$ cat src/rtl/regfile_mp.sv
`default_nettype none
// regfile_mp: dual-write / dual-read register file with write-through bypass and an
// optional busy scoreboard enabled by REGFILE_SCOREBOARD_EN.  Rev 1.0
module regfile_mp #(
    parameter int DATA_W   = 32,
    parameter int ADDR_W   = 5,
    parameter int ZERO_REG = 1,
    parameter int BYPASS   = 1
) (
    input  logic              clk,
    input  logic              reset,
    input  logic              we_0,
    input  logic [ADDR_W-1:0] waddr_0,
    input  logic [DATA_W-1:0] wdata_0,
    input  logic              we_1,
    input  logic [ADDR_W-1:0] waddr_1,
    input  logic [DATA_W-1:0] wdata_1,
    input  logic [ADDR_W-1:0] raddr_1,
    input  logic [ADDR_W-1:0] raddr_2,
    output logic [DATA_W-1:0] rdata_1,
    output logic [DATA_W-1:0] rdata_2,
    input  logic              rsv_en,
    input  logic [ADDR_W-1:0] rsv_addr,
    output logic              busy_1,
    output logic              busy_2
);

    localparam int DEPTH = 2**ADDR_W;

    logic [DATA_W-1:0] r_mem [DEPTH];
    logic              w_acc_0;
    logic              w_acc_1;

    // A write to the hardwired zero register is dropped entirely, including for bypass.
    assign w_acc_0 = we_0 && !((ZERO_REG != 0) && (waddr_0 == '0));
    assign w_acc_1 = we_1 && !((ZERO_REG != 0) && (waddr_1 == '0));

    // Port 1 is written last so it wins an address collision.
    always_ff @(posedge clk or negedge reset) begin
        if (!reset) begin
            for (int i = 0; i < DEPTH; i++) begin
                r_mem[i] <= '0;
            end
        end else begin
            if (w_acc_0) r_mem[waddr_0] <= wdata_0;
            if (w_acc_1) r_mem[waddr_1] <= wdata_1;
        end
    end

`ifdef REGFILE_SCOREBOARD_EN
    logic [DEPTH-1:0] r_busy;
    logic             w_rsv;

    assign w_rsv = rsv_en && !((ZERO_REG != 0) && (rsv_addr == '0));

    // Reservation is applied after the releases so a same-cycle set keeps the bit high.
    always_ff @(posedge clk or negedge reset) begin
        if (!reset) begin
            r_busy <= '0;
        end else begin
            if (w_acc_0) r_busy[waddr_0] <= 1'b0;
            if (w_acc_1) r_busy[waddr_1] <= 1'b0;
            if (w_rsv)   r_busy[rsv_addr] <= 1'b1;
        end
    end
`else
    logic w_unused_rsv;
    assign w_unused_rsv = ^{rsv_en, rsv_addr};
`endif

    for (genvar gi = 0; gi < 2; gi++) begin : g_rd
        logic [ADDR_W-1:0] w_a;
        logic [DATA_W-1:0] w_rd;
        logic              w_bz;
        logic              w_zero;
        logic              w_hit_0;
        logic              w_hit_1;

        assign w_a     = (gi == 0) ? raddr_1 : raddr_2;
        assign w_zero  = (ZERO_REG != 0) && (w_a == '0);
        assign w_hit_0 = (BYPASS != 0) && w_acc_0 && (waddr_0 == w_a);
        assign w_hit_1 = (BYPASS != 0) && w_acc_1 && (waddr_1 == w_a);

        always_comb begin
            w_rd = r_mem[w_a];
            if (w_hit_0) w_rd = wdata_0;
            if (w_hit_1) w_rd = wdata_1;
            if (w_zero || !reset) w_rd = '0;
        end

`ifdef REGFILE_SCOREBOARD_EN
        // A retiring producer hides the busy bit unless a new producer issues this cycle.
        always_comb begin
            w_bz = r_busy[w_a];
            if ((w_hit_0 || w_hit_1) && !(rsv_en && (rsv_addr == w_a))) w_bz = 1'b0;
            if (w_zero || !reset) w_bz = 1'b0;
        end
`else
        assign w_bz = 1'b0;
`endif
    end

    assign rdata_1 = g_rd[0].w_rd;
    assign rdata_2 = g_rd[1].w_rd;
    assign busy_1  = g_rd[0].w_bz;
    assign busy_2  = g_rd[1].w_bz;

endmodule
`default_nettype wire

$ cat config.mk
export PLATFORM = sky130hd
export DESIGN_NAME = regfile_mp
export DESIGN_NICKNAME = d
export VERILOG_FILES = /design/src/rtl/regfile_mp.sv
export SDC_FILE = /design/constraint.sdc
export NUM_CORES = 2
export LEC_CHECK = 0
export ABC_CLOCK_PERIOD_IN_PS = 7500
export CORE_MARGIN = 5
export CORE_UTILIZATION = 30
export CTS_CLUSTER_SIZE = 24
export DETAILED_ROUTE_END_ITERATION = 10
export SYNTH_ARGS = -nofsm -noshare
export SYNTH_HDL_FRONTEND = slang
export SYNTH_SLANG_ARGS = --single-unit
export TNS_END_PERCENT = 20
$ cat constraint.sdc
create_clock -name clk -period 7.5 [get_ports clk]
set_clock_uncertainty 0.1 [all_clocks]
set_input_delay 2.25 -clock clk [delete_from_list [all_inputs] [get_ports clk]]
set_output_delay 2.25 -clock clk [all_outputs]
set_load 0.1 [all_outputs]
After elaboration in Yosys (flattened, before gate mapping)
Cells that the tools add are included.
{"block": "word_totals", "memories": 0, "wordCells": 83, "mem_bits_ro": 0, "latchBits": 0, "register_bits": 1024, "ramBits": 0, "output_inout_bits": 66}
{"block": "op_classes", "magnitude_cmp": 6, "n_eq_ne": 4, "multipliers": 0, "n_reduce_logical": 17, "muxes": 20, "n_addsub": 0, "div_mod_pow": 0, "shifts": 0, "bitwise": 4}
{"cell": "$bwmux W1024", "n": 2}
{"cell": "$mux W1024", "n": 2}
{"cell": "$mux W32", "n": 12}
{"cell": "$bmux W32 S5", "n": 2}
{"cell": "$demux W32 S5", "n": 2}
{"cell": "$ge A6 B6 Y1 const B", "n": 4}
{"cell": "$not A5 Y6", "n": 4}
{"cell": "$eq A5 B5 Y1", "n": 4}
{"cell": "$logic_not A5 Y1", "n": 4}
{"cell": "$lt A6 B1 Y1 const B", "n": 2}
{"cell": "$logic_and A1 B1 Y1", "n": 8}
{"cell": "$logic_not A1 Y1", "n": 3}
{"cell": "$logic_or A1 B1 Y1", "n": 2}

Longest topological paths before layout
{"block": "depth", "depth_word": 9, "depth_mapped": 10}

Worst setup path before layout
No wires, ideal clock.
{"block": "synth_timing", "path_type": "input-to-output", "start": "in waddr_0[0]", "end": "out rdata_1[17]", "slack_ns": -0.503, "t_arrival_ns": 5.653, "required_ns": 5.150, "stages": 9, "path_cell_list": "buf_4 nor2_2 and2_1 or4_1 buf_2 buf_2 nand3_1 nor3_1 o21ai_0"}
{"block": "synth_between", "elab_chain_len": 7, "word_cells_on_any_way": 8}
{"item": "from (decl)", "line": "13", "rtl": "input logic [ADDR_W-1:0] waddr_0,"}
{"item": "$logic_not A5 Y1", "line": "35", "rtl": "assign w_acc_0 = we_0 && !((ZERO_REG != 0) && (waddr_0 == '0));"}
{"item": "$logic_not A1 Y1", "line": "35"}
{"item": "$logic_and A1 B1 Y1", "line": "35"}
{"item": "$logic_and A1 B1 Y1 *", "line": "81", "rtl": "assign w_hit_0 = (BYPASS != 0) && w_acc_0 && (waddr_0 == w_a);"}
{"item": "$mux W32 *", "line": "86", "rtl": "if (w_hit_0) w_rd = wdata_0;"}
{"item": "$mux W32 *", "line": "87", "rtl": "if (w_hit_1) w_rd = wdata_1;"}
{"item": "$mux W32 *", "line": "88", "rtl": "if (w_zero || !reset) w_rd = '0;"}
{"item": "to (decl)", "line": "20", "rtl": "output logic [DATA_W-1:0] rdata_1,"}
Mark *: on every way between the ends. The rest lies on a longest branch, timed or not.

Final worst setup path
{"block": "layout_timing", "start": "in raddr_1[4]", "end": "out rdata_1[4]"}
{"block": "layout_between", "elab_chain_len": 7, "word_cells_on_any_way": 13}
{"item": "from (decl)", "line": "18", "rtl": "input logic [ADDR_W-1:0] raddr_1,"}
{"item": "$not A5 Y6 (not written as such)", "line": "85", "rtl": "w_rd = r_mem[w_a];"}
{"item": "$bmux W32 S5", "line": "85"}
{"item": "$mux W32 (not written as such) (2 in a row)", "line": "85"}
{"item": "$mux W32", "line": "86"}
{"item": "$mux W32", "line": "87"}
{"item": "$mux W32 *", "line": "88"}
Mark *: on every way between the ends. The rest lies on a longest branch, timed or not. The select of a mux whose other input is x is not followed.

==> metrics.md <==
| Metric | Value |
|---|---|
| Worst-path clk slew | about 60 ps |
| Sequential share of the synthesized area | 0.392 |
| Cell Pwr Density | 258 nW/µm² |
| Gr ovfl total | 0 |
| Max Fanout on Critical Path | 11 |
| CTS H-tree lvls | 3 |
| Number of port buffers | 151 |
| CTS root buf | clkbuf_16 |
| Ys flop type | dfrtp_1 |
| Worst-path cell chain | clkdlybuf4s50_1 -> buf_12 -> buf_4 -> nand4b_1 -> buf_4 -> o22ai_1 -> nor2_1 -> nand3_1 -> nor3_2 -> buf_4 -> o21ai_1 -> buf_12 |
| RR Startpoint | r_mem[927] |
| First-pass GRT wire length | 413000 µm |
| Die ar. | 227000 µm² |
| Pre-antenna DRT Iters | 7 |
| Initial DRC Count | 8722 |
| Design Area, Final | 75600 µm² |
| Clock sinks | ~1000 |
| Fin crit period | 7490 ps |
| Starting density of the core | 0.301 |
| Final Hold Fails | 0 |
| Vias in the first global route | 56300 |
| Flop-to-flop setup slack | between 6000 and 7000 ps |
| Die Width | 477 µm |
| Fmax | 134 MHz |
| Cell with the most instances after synthesis | mux2i_1 |
| Total Negative Setup Slacks | 0 ps |
| Mapped cell area | about 65000 µm² |
| Max_slew headroom | 0.144 |
| Final nets | 6798 |
| Crit. End Element | output port |
| Number of synthesized register bits | between 1000 and 1500 |
| Hold depth | 0 |
| Synthesis-to-finish area growth | 15.7% |
| Busiest grt layer | met2 |
| Hold wc startpoint | r_mem[1018] |
| RSZ-0062 raised after global routing | no |
| Post-synthesis instance total | 6914 |
| Grt met3 use | 0.0736 |
| Biggest register | r_mem |
| Clk Latency, worst-skew pair | 770 ps |
| CP top delay family | buffers and inverters |
| R2R depth | 3 |
| Startpoint Class | primary input |
| Status | completed |
| Biggest regs | r_mem: 1024 flops |
| Worst Tran Pin Value | 1280 ps |
| Total power draw | 19.5 mW |
| Async S/R FF share, synth | 1.00 |
| P_leak | 33.0 nW |
| CP dominant cell by count | buf_4 |
| Yosys top cell by area | dfrtp_1 |
| Ports | 160 |
| Final period util | 0.998 |
| Largest net degree at the start of global routing | 168 |
| HPWL after detailed placement | 170000 µm |
| Routed via count | 58400 |
| Core area | 217000 µm² |
| Initial antenna violation count | 7 |
| Layout cells sized above 1 | 0.137 |
| Crit path kind | in -> out |
| Syn. warnings | 0 |
| Synth top area share | 0.392 |
| Met2 Use GR | 0.368 |
| Clock Path Buffers | 3 |
| Cts bufs inserted | 110 |
| Syn_area_per_cell | between 9 and 10 µm² |
| Largest stage delay, worst path | 440 ps |
| GRT Total Usage | 0.247 |
| Die height | 477 µm |
| Final ANT Viol Nets | 0 |
| Worst path bufs/invs | 6 |
| CTS Hold Bufs | 0 |
| Max Slew Vio Count | 0 |
| CP max-delay cell | clkdlybuf4s50_1 |
| Number of flops mapped to enable cells by yosys | 0 |
| CP Data Required Time | 5150 ps |
| # setup viols final | 0 |
| Post-synth cell types | 52 |
| Cell Area, Placed | 71800 µm² |
| Wire length per cell | 30.5 µm |
| CP Depth | 12 |
| Reg2reg end | r_mem[927] |
| GR Util met1 | 0.312 |
| CTS tree | built |
| Critical Path AT | 5140 ps |
| Maximum VDD drop | 0.167 mV |
| Hold Path End | r_mem[1018] |
| Hold WC Path Type | reg -> reg |
| FP Rows | approximately 170 |
| Max Cap Violations | 0 |
| Ranking of synthesized cells by area | dfrtp_1 (39%), mux2i_1 (26%), a21oi_1 (6.0%) |
| Residual DRC | 0 |
| Most frequent cells after synthesis | mux2i_1 (1686), dfrtp_1 (1024), a21oi_1 (779), nor2_1 (775), nand2_1 (479) |
| Max FFs per register | 1024 |
| DR vias/cell | 6.05 |
| Final weighted congestion in routability-driven placement | 0.895 |
| Final WL | 295000 µm |
-- power by group --
group	leakage [nW]	total (mW)	internal, mW	switching [mW]
Clock	1.87	5.89	3.38	2.50
Sequential	12.4	8.23	6.98	1.26
Combinational	18.7	5.36	2.48	2.88
-- metrics by stage --
step / util / setup slack [ps] / hold slack [ps] / instances
2_1_floorplan: - / -503 / 341 / 6915
3_3_place_gp: 0.331 / -215 / 278 / 9445
5_1_grt: 0.349 / 0.471 / 310 / 9650
4_1_cts: 0.348 / 25.8 / 297 / 9648
3_5_place_dp: 0.331 / -232 / 284 / 9445
6_report: 0.349 / 11.5 / 298 / 9657
-- final cells by class --
cell class,instances,area (µm²)
Inverter,4,15.0
Fill cell,21800,141000
Clock buffer,166,3320
Antenna cell,8,20.0
Clock inverter,37,473
Timing Repair Buffer,512,5870
Sequential cell,1024,25600
Multi-Input combinational cell,5052,36700
Tap cell,2854,3570
-- placed cells by master (no fill, tap or decap), drive strengths merged, types with 3 or more instances in the layout --
master and instances:
or2 4, or3b 3, buf 432, clkdlybuf4s50 79, nand3 39, and2 4
dfrtp 1024, nand4bb 5, o22ai 284, nand2 479, inv 6, diode 8
nor4 34, nor3 72, a22o 62, xor2 8, a21oi 779, bufinv 10
nor3b 10, nand4 6, xnor2 12, clkinv 22, o21ai 387, mux4 131
mux2i 1686, a31oi 62, mux2 71, nor2 804, clkbuf 166, a22oi 66
nand4b 9, nand2b 7, nor2b 12, clkinvlp 3
-- what timing repair did --
action | 4_1_cts | 5_1_grt
resized for setup | 2 | 2
setup endpoints to repair | 2 | 9
buffers inserted | 0 | 1
-- how the worst max path moves through the flow --
stage	endpoint	slack [ps]	start
floorplan	rdata_1[20]	-500	waddr_0[0]
global placement	rdata_1[31]	-210	raddr_1[4]
detailed placement	rdata_1[31]	-230	raddr_1[3]
CTS	rdata_1[31]	30	raddr_1[3]
global route	rdata_1[31]	0.5	raddr_1[3]
finish	rdata_1[4]	10	raddr_1[4]
-- layer usage --
metal  wire (µm)  vias to the layer above
li1            -                    24300
met1      110000                    28700
met2      126000                     4277
met3       35800                     1111
met4       22800                       12
met5         102                        -
-- cells by family after synthesis --
| group | synth area share |
|---|---|
| other | 0.0000574 |
| XOR/XNOR | 0.00268 |
| AND/OR/NAND/NOR | 0.0950 |
| flip-flops | 0.392 |
| buffers and inverters | 0.0552 |
| AO/OA/AOI/OAI | 0.139 |
| multiplexers | 0.316 |
(Power assumes the default switching activity.)
